$ cat config.mk
export PLATFORM = sky130hd
export DESIGN_NAME = mem_arbiter
export DESIGN_NICKNAME = d
export VERILOG_FILES = /design/src/rtl/mem_arbiter.sv
export SDC_FILE = /design/constraint.sdc
export NUM_CORES = 1
export LEC_CHECK = 0
export CAP_MARGIN = 10
export CORE_AREA = 2 2 86 63
export DETAILED_ROUTE_END_ITERATION = 16
export DIE_AREA = 0 0 88 65
export HOLD_SLACK_MARGIN = 0.02
export PLACE_DENSITY = 0.95
export REMOVE_ABC_BUFFERS = 1
export SLEW_MARGIN = 20
export SYNTH_ARGS = -nofsm -noshare
export SYNTH_HDL_FRONTEND = slang
export SYNTH_SLANG_ARGS = --single-unit
$ cat constraint.sdc
create_clock -name clk -period 2.5 [get_ports clk]
set_clock_uncertainty 0.05 [all_clocks]
set_input_delay 0.625 -clock clk [delete_from_list [all_inputs] [get_ports clk]]
set_output_delay 0.625 -clock clk [all_outputs]
set_load 0.01 [all_outputs]
$ cat src/rtl/mem_arbiter.sv
// Two-port (CPU / DMA) arbiter in front of a single shared memory.
// Round-robin on ties, fixed-length access of WAIT_CYCLES+1 cycles, then a one-cycle done pulse.
module mem_arbiter #(
  parameter int WAIT_CYCLES = 1
) (
  input  logic        clk,
  input  logic        rst,
  input  logic        cpu_req,
  input  logic        cpu_we,
  input  logic [15:0] cpu_addr,
  input  logic [7:0]  cpu_wdata,
  output logic [7:0]  cpu_rdata,
  output logic        cpu_done,
  input  logic        dma_req,
  input  logic        dma_we,
  input  logic [15:0] dma_addr,
  input  logic [7:0]  dma_wdata,
  output logic [7:0]  dma_rdata,
  output logic        dma_done,
  output logic [15:0] mem_addr,
  output logic [7:0]  mem_wdata,
  input  logic [7:0]  mem_rdata,
  output logic        mem_out,
  output logic        mem_in,
  output logic        owner,
  output logic        busy
);

  // Handshake: a requester raises req (with we/addr/wdata stable) and holds it
  // until its done pulses; the request is only sampled in IDLE, so anything the
  // requester does after the grant cannot alter the access in flight.

  typedef enum logic [1:0] {
    S_IDLE   = 2'd0,
    S_ACCESS = 2'd1,
    S_DONE   = 2'd2
  } state_e;

  localparam logic [3:0] WAIT_LOAD = 4'(WAIT_CYCLES);

  state_e      state_q, state_d;
  logic [3:0]  cnt_q, cnt_d;
  logic        owner_q, owner_d;
  logic        we_q, we_d;
  logic [15:0] addr_q, addr_d;
  logic [7:0]  wdata_q, wdata_d;
  logic [7:0]  cpu_rdata_q, cpu_rdata_d;
  logic [7:0]  dma_rdata_q, dma_rdata_d;

  logic any_req;
  logic grant_dma;
  logic last_access;

  assign any_req     = cpu_req | dma_req;
  // On a tie the port that did not win last time gets the grant.
  assign grant_dma   = (cpu_req & dma_req) ? ~owner_q : dma_req;
  assign last_access = (state_q == S_ACCESS) && (cnt_q == 4'd0);

  always_ff @(posedge clk) begin
    if (!rst) begin
      state_q <= S_IDLE;
    end else begin
      state_q <= state_d;
    end
  end

  always_comb begin
    state_d = state_q;
    case (state_q)
      S_IDLE:   if (any_req) state_d = S_ACCESS;
      S_ACCESS: if (cnt_q == 4'd0) state_d = S_DONE;
      S_DONE:   state_d = S_IDLE;
      default:  state_d = S_IDLE;
    endcase
  end

  always_comb begin
    mem_out  = (state_q == S_ACCESS) & ~we_q;
    mem_in   = (state_q == S_ACCESS) & we_q;
    busy     = (state_q != S_IDLE);
    cpu_done = (state_q == S_DONE) & ~owner_q;
    dma_done = (state_q == S_DONE) & owner_q;
  end

  always_comb begin
    cnt_d       = cnt_q;
    owner_d     = owner_q;
    we_d        = we_q;
    addr_d      = addr_q;
    wdata_d     = wdata_q;
    cpu_rdata_d = cpu_rdata_q;
    dma_rdata_d = dma_rdata_q;
    if (state_q == S_IDLE && any_req) begin
      owner_d = grant_dma;
      we_d    = grant_dma ? dma_we    : cpu_we;
      addr_d  = grant_dma ? dma_addr  : cpu_addr;
      wdata_d = grant_dma ? dma_wdata : cpu_wdata;
      cnt_d   = WAIT_LOAD;
    end else if (state_q == S_ACCESS && cnt_q != 4'd0) begin
      cnt_d = cnt_q - 4'd1;
    end
    if (last_access && !we_q) begin
      if (owner_q) dma_rdata_d = mem_rdata;
      else         cpu_rdata_d = mem_rdata;
    end
  end

  always_ff @(posedge clk) begin
    if (!rst) begin
      cnt_q       <= 4'd0;
      owner_q     <= 1'b1;
      we_q        <= 1'b0;
      addr_q      <= 16'd0;
      wdata_q     <= 8'd0;
      cpu_rdata_q <= 8'd0;
      dma_rdata_q <= 8'd0;
    end else begin
      cnt_q       <= cnt_d;
      owner_q     <= owner_d;
      we_q        <= we_d;
      addr_q      <= addr_d;
      wdata_q     <= wdata_d;
      cpu_rdata_q <= cpu_rdata_d;
      dma_rdata_q <= dma_rdata_d;
    end
  end

  assign owner     = owner_q;
  assign mem_addr  = addr_q;
  assign mem_wdata = wdata_q;
  assign cpu_rdata = cpu_rdata_q;
  assign dma_rdata = dma_rdata_q;

endmodule
==> key figures, run 1 <==
Setup path
  • CP startpoint: state_q[0]
  • Setup Crit Path Kind: flop to primary output
  • Critical Path End Type: primary output
  • Reg2reg end: cpu_rdata[3]
  • Crit path to: mem_in
  • Worst Path Required: 1.82 ns
  • Max FO, Critical Path: 6
  • Startpoint types: flop
  • CP Data Arrival Time: 1.67 ns
  • Flop2flop setup slack: 0.51 ns
  • R2R Path Start: cnt_q[0]
  • Worst R2R Path Depth: 5

CTS
  • CTS Buffer Depth: 2
  • Cts repair resizes: 0
  • CTS tree: built
  • Later-pin clock latency in the skew report: 0.29 ns
  • Setup bufs post-CTS: 0
  • Htree depth: 2
  • Total CTS buffers: 5
  • Clock sinks: between 40 and 50
  • Root Driver: clkbuf_8
  • Hold bufs inserted after CTS: 0
  • Worst-path clk slew: 0.08 ns

GRT
  • Overflow after GRT: 0
  • First-pass GRT wire length: 8220 um
  • Largest net degree at the start of global routing: 24
  • GRT Total Usage: 18.4%
  • Number of global-route vias before repair: 1851
  • Initial antenna violation count: 0

Finish
  • Most frequent cells in the layout: clkdlybuf4s50_1 (107), dfxtp_1 (48), mux2i_1 (41), o2bb2ai_1 (25), nand2_1 (24)
  • Share of cells above drive strength 1: under 10%
  • Finished Cell Area: 0.00328 mm2
  • Commonest non-fill, non-tap cell in the layout: clkdlybuf4s50_1
  • Nets@finish: 360
  • Antenna cells: 0
  • Synth-to-Final Area Change: 64.7%
  • Post-layout util: 65.8%
  • Layout Cells excl Fill: 370
  • Fill cells: 417

Routing
  • DRT antenna net count: 0
  • WL final: approximately 5200 um
  • Via count: 1859
  • DR iter-0 viols: 43
  • Vias per inst: 5.02
  • Wire per inst: 14.2 um
  • DRC errors left: 0
  • Pre-Repair DR Iteration Count: 6

Floorplanning
  • Die area: 0.00572 mm2
  • Die W: between 80 and 90 um
  • Io pins: 108
  • Cell row count: 22
  • Die Ht: 65 um
  • Core area: 0.00498 mm2
  • Initial Util: 40.0%

Yosys
  • Flops & latches, synth: 48
  • Post-synthesis cell count: 187
  • Post-synthesis sequential area ratio: about half
  • Synth Cell Area: 0.00199 mm2
  • Ys flop type: dfxtp_1
  • Post-synth EDFFs: 0
  • Yosys warning total: 0
  • Library cells used by synthesis: 31
  • Synth Area per Inst: 10.6 um2
  • Synth async-reset ratio: 0%

STA
  • Setup violations, final: 0
  • Final worst-path cycle share: 93.6%
  • Worst Slack Setup Final: roughly 0.16 ns
  • Crit path time final: 2.34 ns
  • Unrepaired setup endpoints after global routing: no
  • F_max: about 0.43 GHz
  • Fin. Hold Viols: 0
  • Worst Tran Pin Value: around 0.75 ns
  • Max Slew Vio Count: 0
  • Slew margin rel.: about half
  • Total Neg Setup Slack: 0 ns
  • Worst hold margin: 0.414 ns

Flow run
  • Max-Cap Viols: 0

Power and ir drop
  • PwrDens: about 630 mW/mm2
  • Worst vdd ir: 306 uV
  • Overall power: 2.07 mW
  • Static leakage: 1.25 nW

Place
  • GP Congestion: 0.914
  • Cell count after placement: 362
  • Pre-CTS setup slack: 0.332 ns
  • # port buffers: 107
  • Post-DP HPWL: 4130 um
  • DP Area: 0.00317 mm2

Hold path
  • Hold Path Class: flop to flop

Status
  • Status: complete, no violations
==> critical path: stages, from the launching register on <==
cell	delay, ns
dfxtp_1	0.42
nor2b_1	0.25
and2_1	0.16
clkdlybuf4s50_1	0.54
==> Yosys cell counts (all sizes together), types with 2 or more instances <==
cell type  count  share of area (%)
dfxtp         48                 48
mux2i         41                 21
o2bb2ai       25                 11
nand2         24                4.5
buf            6                1.5
clkbuf         6                1.1
inv            5               0.94
a21oi          4                1.2
nor3b          3                1.1
a211oi         2               0.75
nand3          2               0.75
nor2           2               0.38
o21ai          2               0.50
or4            2               0.75
==> worst min-delay path by stage <==
stage	slack, ns	cells after the start	startpoint	to
5_1_grt	0.43	2	cpu_rdata[1]	cpu_rdata[1]
4_1_cts	0.42	2	dma_rdata[2]	dma_rdata[2]
6_report	0.41	2	dma_rdata[2]	dma_rdata[2]
3_3_place_gp	0.39	2	cpu_rdata[7]	cpu_rdata[7]
2_1_floorplan	0.41	1	cnt_q[0]	cnt_q[0]
3_5_place_dp	0.40	1	mem_addr[12]	mem_addr[12]
==> state kept, by name (all words and copies together), names as in the netlist <==
register	cells
mem_addr	16
cpu_rdata	8
dma_rdata	8
mem_wdata	8
cnt_q	4
state_q	2
owner	1
we_q	1
==> power by group <==
group	leakage, nW	internal (mW)	total [mW]	switching (mW)
clock	0.0552	0.297	0.537	0.240
combinational	0.800	0.355	0.613	0.258
sequential	0.393	0.853	0.916	0.0635
total	1.25	1.50	2.07	0.561
==> metal layers <==
| metal | GRT usage (%) | up-vias | part of all wire, % |
|---|---|---|---|
| met5 | 0 | - | 0 |
| met4 | 6.15 | 0 | 1.4 |
| met1 | 22.4 | 877 | 42 |
| li1 | - | 903 | - |
| met2 | 31.1 | 71 | 49 |
| met3 | 5.48 | 8 | 7.0 |
==> cell type report <==
type	instances	area (um2)	share of cell area (%)
Clock inverter	2	35.0	1.07
Clock buffer	6	72.6	2.21
Sequential cell	48	961	29.3
Inverter	5	18.8	0.573
Tap cell	72	90.1	2.75
Timing Repair Buffer	115	1130	34.5
Multi-Input combinational cell	122	970	29.6
==> kinds of logic (layout without fill, tap and decap cells) <==
kind of cell | Yosys count | after routing | synth area share, %
compound gates | 38 | 38 | 15.5
fa+ha+maj | 1 | 1 | 0.628
buf+inv | 17 | 128 | 3.58
flops | 48 | 48 | 48.3
mux | 41 | 41 | 20.6
simple gates | 42 | 42 | 11.4
No activity file was read; power rests on OpenSTA's default activity.
==> run 2: changes to the inputs <==
--- a/config.mk
+++ b/config.mk
@@ -6,11 +6,11 @@
 export NUM_CORES = 1
 export LEC_CHECK = 0
 export CAP_MARGIN = 10
-export CORE_AREA = 2 2 86 63
+export CORE_AREA = 2 2 90 66
 export DETAILED_ROUTE_END_ITERATION = 16
-export DIE_AREA = 0 0 88 65
+export DIE_AREA = 0 0 92 68
 export HOLD_SLACK_MARGIN = 0.02
-export PLACE_DENSITY = 0.95
+export PLACE_DENSITY = 0.89
 export REMOVE_ABC_BUFFERS = 1
 export SLEW_MARGIN = 20
 export SYNTH_ARGS = -nofsm -noshare
==> key figures, run 2 (synthesis results as in run 1) <==
Status
  • Status: complete, no violations

Routing
  • Via count: approximately 1800
  • Met3 WL: 331 um
  • Max Used Layer: met4
  • Met1 WL: roughly 2300 um
  • Vias per inst: 4.86
  • DRC errors left: 0
  • Met2 WL: about 2500 um
  • Wire per inst: 13.9 um
  • Pre-Repair DR Iteration Count: 4
  • DR iter-0 viols: 55
  • WL final: just over 5000 um
  • DRT antenna net count: 0

Power and ir drop
  • Overall power: 1.99 mW
  • Combinational share of power: 30.4%
  • Clock power share: 23.8%
  • Proportion of power drawn by flip-flops and latches: 45.8%
  • P_sw: 0.567 mW
  • Power Internal: 1.43 mW
  • Sw frac: 28.4%
  • PwrDens: just over 600 mW/mm2
  • Static leakage: 1.23 nW
  • Worst vdd ir: 368 uV

GRT
  • Largest net degree at the start of global routing: 27
  • Number of global-route vias before repair: 1861
  • Overflow after GRT: 0
  • Initial antenna violation count: 0
  • GRT Total Usage: 16.1%
  • First-pass GRT wire length: 8050 um

Setup path
  • CP Data Arrival Time: ~1.7 ns
  • Critical Path End Type: primary output
  • Worst path cell trace: nor2b_1, and2_1, clkdlybuf4s50_1
  • Worst Path Required: 1.82 ns
  • Flop2flop setup slack: between 0.6 and 0.7 ns
  • Startpoint types: flop
  • Max FO, Critical Path: 6
  • Setup Crit Path Kind: flop to primary output
  • CP peak stage delay: 0.55 ns
  • Worst path slowest cell: clkdlybuf4s50_1

Place
  • Post-DP HPWL: roughly 4000 um
  • DP Area: 0.00317 mm2
  • GP Congestion: 0.767
  • # port buffers: 107
  • Cell count after placement: 363

STA
  • Worst Tran Pin Value: 0.611 ns
  • Unrepaired setup endpoints after global routing: no
  • F_max: 0.430 GHz
  • Crit path time final: 2.33 ns
  • Final worst-path cycle share: a little over 90%
  • Fin. Hold Viols: 0
  • Worst hold margin: 0.410 ns
  • Total Neg Setup Slack: 0 ns
  • Setup violations, final: 0
  • Max Slew Vio Count: 0
  • Slew margin rel.: just under 60%

Finish
  • Commonest non-fill, non-tap cell in the layout: clkdlybuf4s50_1
  • Max FFs per register: 16
  • Antenna cells: 0
  • Finished Cell Area: about 0.0033 mm2
  • Layout Cells excl Fill: 371
  • Fill cells: around 460
  • Most frequent cells in the layout: clkdlybuf4s50_1 (107), dfxtp_1 (48), mux2i_1 (41), o2bb2ai_1 (25), nand2_1 (24)
  • Nets@finish: 358
  • Share of cells above drive strength 1: 6.42%
  • Synth-to-Final Area Change: 64.0%

CTS
  • Total CTS buffers: 5
  • Setup bufs post-CTS: 0
  • Clock sinks: 48
  • Worst-path clk slew: 0.08 ns
  • CTS Buffer Depth: 2
  • Cts repair resizes: 0
  • Htree depth: 2
  • CTS tree: built
  • Root Driver: clkbuf_8
  • Later-pin clock latency in the skew report: 0.30 ns
  • Hold bufs inserted after CTS: 0

Flow run
  • Max-Cap Viols: 0

Floorplanning
  • Core area: between 0.005 and 0.006 mm2
  • Die area: 0.00626 mm2
  • Cell row count: 23
  • Io pins: about 110
  • Die W: about 92 um
  • Die Ht: 68 um
  • Initial Util: between 30 and 40%

Hold path
  • Hold Path Class: flop to flop
run 2: cell types whose count changed in the layout (fill, tap and decap cells not counted), sizes merged:
cell,change
bufinv,-1
buf,-2
clkinv,-1
clkinvlp,+1
clkbuf,+1
run 2: path summary, 6_finish.rpt:
kind / startpoint / cells past startpoint / endpoint
min reg2reg: cpu_rdata[6] / 2 / cpu_rdata[6]
max: state_q[0] / 3 / mem_in
min: cpu_rdata[6] / 2 / cpu_rdata[6]
max reg2reg: cnt_q[0] / 5 / dma_rdata[6]
run 2: area by class of cell:
type / instances / area [um2] / area share (%)
repair buffers: 113 / 1130 / 34.6
clock buffers: 7 / 86.3 / 2.64
multi-input cells: 122 / 970 / 29.7
well taps: 75 / 93.8 / 2.87
flip-flops and latches: 48 / 961 / 29.4
clock inverters: 1 / 7.51 / 0.230
inverters: 5 / 18.8 / 0.575
run 2: stage by stage:
step,util [%],worst slack [ns]
after CTS,59.7,0.146
after detailed placement,58.0,0.328
final,59.7,0.172
after global placement,58.0,0.394
after global routing,59.7,0.0619
after floorplan,-,-1.43
run 2: layer usage:
metal / vias up / GRT usage [%]
met3: 7 / 4.85
met4: 0 / 4.29
met2: 58 / 30.1
met5: - / 0
met1: 843 / 18.2
li1: 895 / -
run 2: critical path: cells and delay by family, from the launching register on:
family	cells	cell delay, ns
buf+inv	1	0.55
flops	1	0.41
simple gates	2	0.40
run 2: power groups by stage:
stage	logic, mW	registers (mW)	clock network, mW
finish	0.607	0.913	0.475
global route	0.652	0.925	0.524
CTS	0.613	0.914	0.497
detailed placement	0.611	0.929	0
global placement	0.593	0.930	0
floorplan	0.241	0.957	0
==> run 3: changes to the inputs <==
--- a/config.mk
+++ b/config.mk
@@ -11,6 +11,7 @@
 export DIE_AREA = 0 0 92 68
 export HOLD_SLACK_MARGIN = 0.02
 export PLACE_DENSITY = 0.89
+export RECOVER_POWER = 50
 export REMOVE_ABC_BUFFERS = 1
 export SLEW_MARGIN = 20
 export SYNTH_ARGS = -nofsm -noshare
==> key figures, run 3 (synthesis results as in run 1) <==
Setup path
  • Reg2reg end: cpu_rdata[2]
  • R2R Path Start: cnt_q[0]
  • Max FO, Critical Path: 6
  • Critical Path End Type: primary output
  • CP startpoint: state_q[0]
  • Worst R2R Path Depth: 6
  • Flop2flop setup slack: 0.41 ns
  • Worst Path Required: 1.82 ns
  • Startpoint types: flop
  • Worst path slowest cell: clkdlybuf4s50_1
  • Worst path cell trace: nor2b_1, and2_1, clkdlybuf4s50_1
  • CP peak stage delay: 0.55 ns
  • CP Data Arrival Time: between 1.5 and 2 ns
  • Setup Crit Path Kind: flop to primary output

Routing
  • DRT antenna net count: 0
  • Via count: between 1500 and 2000
  • WL final: 5170 um
  • DR iter-0 viols: 38
  • Pre-Repair DR Iteration Count: 4
  • Wire per inst: 13.9 um
  • Vias per inst: 4.85
  • DRC errors left: 0

Power and ir drop
  • Worst vdd ir: 362 uV
  • PwrDens: 606 mW/mm2
  • Static leakage: 1.28 nW

Finish
  • Nets@finish: 358
  • Most frequent cells in the layout: clkdlybuf4s50_1 (87), dfxtp_1 (48), mux2i_1 (41), o2bb2ai_1 (25), nand2_1 (24)
  • Commonest non-fill, non-tap cell in the layout: clkdlybuf4s50_1
  • Share of cells above drive strength 1: 5.41%
  • Synth-to-Final Area Change: 63.3%
  • Fill cells: 469
  • Sequential Area: around 960 um2
  • Multi-input logic area: ~960 um2
  • Antenna cells: 0
  • Layout Cells excl Fill: 371
  • Max FFs per register: 16

GRT
  • First-pass GRT wire length: 8050 um
  • Overflow after GRT: 0
  • Initial antenna violation count: 0
  • Largest net degree at the start of global routing: 27
  • Number of global-route vias before repair: 1861
  • GRT Total Usage: 16.1%

STA
  • Final worst-path cycle share: 93.1%
  • Setup violations, final: 0
  • F_max: 0.430 GHz
  • Slew margin rel.: 58.1%
  • Max Slew Vio Count: 0
  • Worst hold margin: 0.407 ns
  • Unrepaired setup endpoints after global routing: no
  • Total Neg Setup Slack: 0 ns
  • Worst Tran Pin Value: 0.627 ns
  • Worst Slack Setup Final: 0.173 ns
  • Crit path time final: approximately 2.3 ns
  • Fin. Hold Viols: 0

Place
  • Pre-CTS setup slack: 0.328 ns
  • # port buffers: 107
  • Cell count after placement: ~360
  • GP Congestion: about 0.77
  • Post-DP HPWL: 4010 um

CTS
  • Htree depth: 2
  • Clock sinks: 48
  • CTS Buffer Depth: 2
  • Root Driver: clkbuf_8
  • Total CTS buffers: 5
  • Setup bufs post-CTS: 0
  • Later-pin clock latency in the skew report: 0.30 ns
  • Worst-path clk slew: 0.08 ns
  • CTS tree: built
  • Cts repair resizes: 0
  • Hold bufs inserted after CTS: 0

Floorplanning
  • Initial Util: 36.4%
  • Die area: 0.00626 mm2
  • Cell row count: 23
  • Core area: 0.00547 mm2
  • Die Ht: slightly below 70 um
  • Io pins: 108
  • Die W: 92 um

Status
  • Status: complete, no violations

Hold path
  • Hold Path Class: flop to flop
  • Min-Delay Endpoint: cpu_rdata[6]
  • Cells on Worst Hold Path: 2
  • Worst hold start: cpu_rdata[6]

Flow run
  • Max-Cap Viols: 0
## run 3: how the worst max path moves through the flow
stage	slack (ns)	endpoint
after detailed placement	0.33	mem_wdata[7]
after CTS	0.15	mem_in
final	0.17	mem_in
after global placement	0.39	mem_addr[15]
after global routing	0.06	mem_in
after floorplan	-1.43	mem_addr[0]
## run 3: critical path: cells and delay by family (launching register included)
| kind | cells | cell delay, ns |
|---|---|---|
| flip-flops | 1 | 0.41 |
| AND/OR/NAND/NOR | 2 | 0.40 |
| buffers and inverters | 1 | 0.55 |
## run 3: report_power, final
group / switching, mW / internal, mW
Combinational: 0.255 / 0.330
Sequential: 0.0588 / 0.853
Clock: 0.249 / 0.225
Total: 0.562 / 1.41
## run 3: cell type report
cell class                 instances  area share [%]
timing repair buffer             113            34.4
multi-input combinational        122            29.6
sequential                        48            29.6
tap                               75            2.89
clock buffer                       7            2.66
inverter                           5           0.577
clock inverter                     1           0.231
## run 3: layer usage
metal	up-vias	global-route usage [%]	wire, um
met5	-	0	0
met4	0	4.29	40
met3	7	4.85	343
met2	59	30.1	2540
met1	837	18.2	2240
li1	895	-	-
## run 3: metrics by stage
step	power, mW	cell area [um2]	utilization (%)
after floorplan	1.20	1940	-
after global placement	1.52	3170	58.0
after detailed placement	1.54	3170	58.0
after CTS	2.02	3270	59.7
after global routing	2.08	3250	59.5
final	1.97	3250	59.5
==> RTL edit (config.mk and constraints of run 1) <==
Register the input `dma_addr` before use, without a reset. The logic sees it one clock later. The other inputs are not delayed to match.
--- a/src/rtl/mem_arbiter.sv
+++ b/src/rtl/mem_arbiter.sv
@@ -39,2 +39,8 @@
   localparam logic [3:0] WAIT_LOAD = 4'(WAIT_CYCLES);
+
+  logic [15:0] dma_addr_q;
+
+  always_ff @(posedge clk) begin
+    dma_addr_q <= dma_addr;
+  end
 
@@ -95,3 +101,3 @@
       we_d    = grant_dma ? dma_we    : cpu_we;
-      addr_d  = grant_dma ? dma_addr  : cpu_addr;
+      addr_d  = grant_dma ? dma_addr_q : cpu_addr;
       wdata_d = grant_dma ? dma_wdata : cpu_wdata;
Behaviour: not the same (a bounded check fails within 4 cycles, from zero or initial values and one cycle with rst low).
==> RTL edit against run 1 <==
Sequential cell count grew 16; synthesized area grew 21%; power grew 21%; worst setup slack lost 0.018 ns; routed wire length grew 28%; combinational power shrank 3.9%; final area grew 13%; non-clock buffer count shrank 2; count of clock-buffer cells in the layout grew 6; cell count grew 21%; critical endpoint unchanged.
==> RTL edit: results (changes against run 1) <==
Total Routing Usage GR=24.4% (+5.9 points); number of global-route vias before repair=2191 (+18%); Yosys cell types=33 (+6.5%); Synth top cells by count=nand2_1 (74), dfxtp_1 (64), a21oi_1 (28), a311oi_1 (26); Antenna Cells=0 (unchanged); CTS max path bufs=2 (unchanged); largest net degree at the start of global routing=27 (+13%); WP data arrival=around 1.7 ns; share of cells above drive strength 1=7.73% (+0.69 points); postcts setup bufs=0 (unchanged); Post-synth top flop=dfxtp_1; synthesized instance count=265 (+42%); P_sw=0.696 mW (+24%); first-pass GRT wire length=10700 um (+30%); Nets=433 (+20%); VDD IR-drop max=0.000423 V (+38%); H-tree levels=3 (+1); placed instance area=3540 um^2 (+12%); clock-pin slew on the worst setup and hold paths=0.07 ns; Synth area leaders=dfxtp_1 (53%), nand2_1 (12%), a311oi_1 (9.4%); critical path's largest stage delay=0.56 ns (+0.02 ns); dpl hpwl=4730 um (+14%); highest metal used=met4; post-synthesis sequential area ratio=53.2% (+4.9 points); IO buf count=107 (unchanged); Tightest Pin Transition=1.08 ns (+0.332 ns); synth warn=0 (unchanged); router iterations before antenna repair=4 (-2); root buf cell=clkbuf_8; Slowest-stage cell, CP=clkdlybuf4s50_1; initial antenna violation count=0 (unchanged); Crit path max-delay family=buffers and inverters; DRT met1 WL=2890 um (+31%); Final Wtd Congestion=0.887 (-2.9%); violation count after the first detailed-route iteration=139 (+220%); grt ovf=0 (unchanged); Clk Latency, worst-skew pair=0.33 ns (+0.04 ns); crit path max fanout=8 (+2); WL met2=3250 um (+25%); metal3 WL=458 um (+25%); vias per cell=5.28 (+5.1%); cts bufs inserted=9 (+4); WL/cell=15.1 um (+6.2%); worst hold-check path type=reg -> reg; final WL=6730 um (+28%); Leakage=1.50 nW (+21%); status=complete, no violations; Post-synth ARST share=0% (unchanged); Fillers=384 (-7.9%); post-placement setup slack=-0.0507 ns (-0.383 ns)
RTL edit: final cells by class:
class,instances,area [um^2],area share [%]
inverters,5,18.8,0.505
clock inverters,4,20.0,0.539
repair buffers,113,1120,30.0
clock buffers,12,145,3.91
well taps,72,90.1,2.43
flip-flops and latches,64,1280,34.5
multi-input cells,177,1040,28.1
RTL edit: repair_timing:
| item | CTS | global route |
|---|---|---|
| resized for setup | 2 | 1 |
| setup endpoints to repair | 1 | 1 |
| pin swaps | 0 | 0 |
RTL edit: worst register-to-register path, stage by stage (launching register included):
cell and delay, ns:
dfxtp_1 0.34, inv_1 0.13, ha_1 0.24, or3b_1 0.42, or4_1 0.70, mux2i_1 0.31
RTL edit: power by group through the flow:
| stage | combinational (mW) | sequential (mW) | clock [mW] |
|---|---|---|---|
| floorplan | 0.226 | 1.21 | 0 |
| global placement | 0.568 | 1.19 | 0 |
| detailed placement | 0.583 | 1.19 | 0 |
| CTS | 0.589 | 1.17 | 0.758 |
| global route | 0.636 | 1.18 | 0.804 |
| finish | 0.589 | 1.17 | 0.747 |
RTL edit: final timing paths:
path	slack (ns)	to	depth (start not counted)	start
hold reg to reg	0.40	mem_addr[13]	2	dma_addr_q[13]
hold / removal	0.40	mem_addr[13]	2	dma_addr_q[13]
setup / recovery	0.14	mem_in	3	state_q[0]
setup reg to reg	0.23	cpu_rdata[5]	5	cnt_q[0]
RTL edit: metal layers:
layer	track usage, %	vias to the layer above
met3	7.52	13
met4	9.81	0
met5	0	-
li1	-	1144
met1	30.5	1099
met2	39.0	105
RTL edit: kinds of logic (layout without fill, tap and decap cells):
| logic type | Yosys count | count (layout) | synth area share (%) |
|---|---|---|---|
| DFF | 64 | 64 | 53.2 |
| muxes | 16 | 16 | 6.65 |
| AOI/OAI and AO/OA | 64 | 64 | 18.4 |
| and+or+nand+nor | 96 | 96 | 17.1 |
| adders and majority gates | 1 | 1 | 0.519 |
| buffers and inverters | 24 | 134 | 4.15 |
RTL edit: stage by stage:
stage / setup TNS [ns] / power [mW]
after detailed placement: -0.314 / 1.77
after CTS: 0 / 2.52
after global placement: 0 / 1.75
after global routing: 0 / 2.62
final: 0 / 2.51
after floorplan: 0 / 1.44
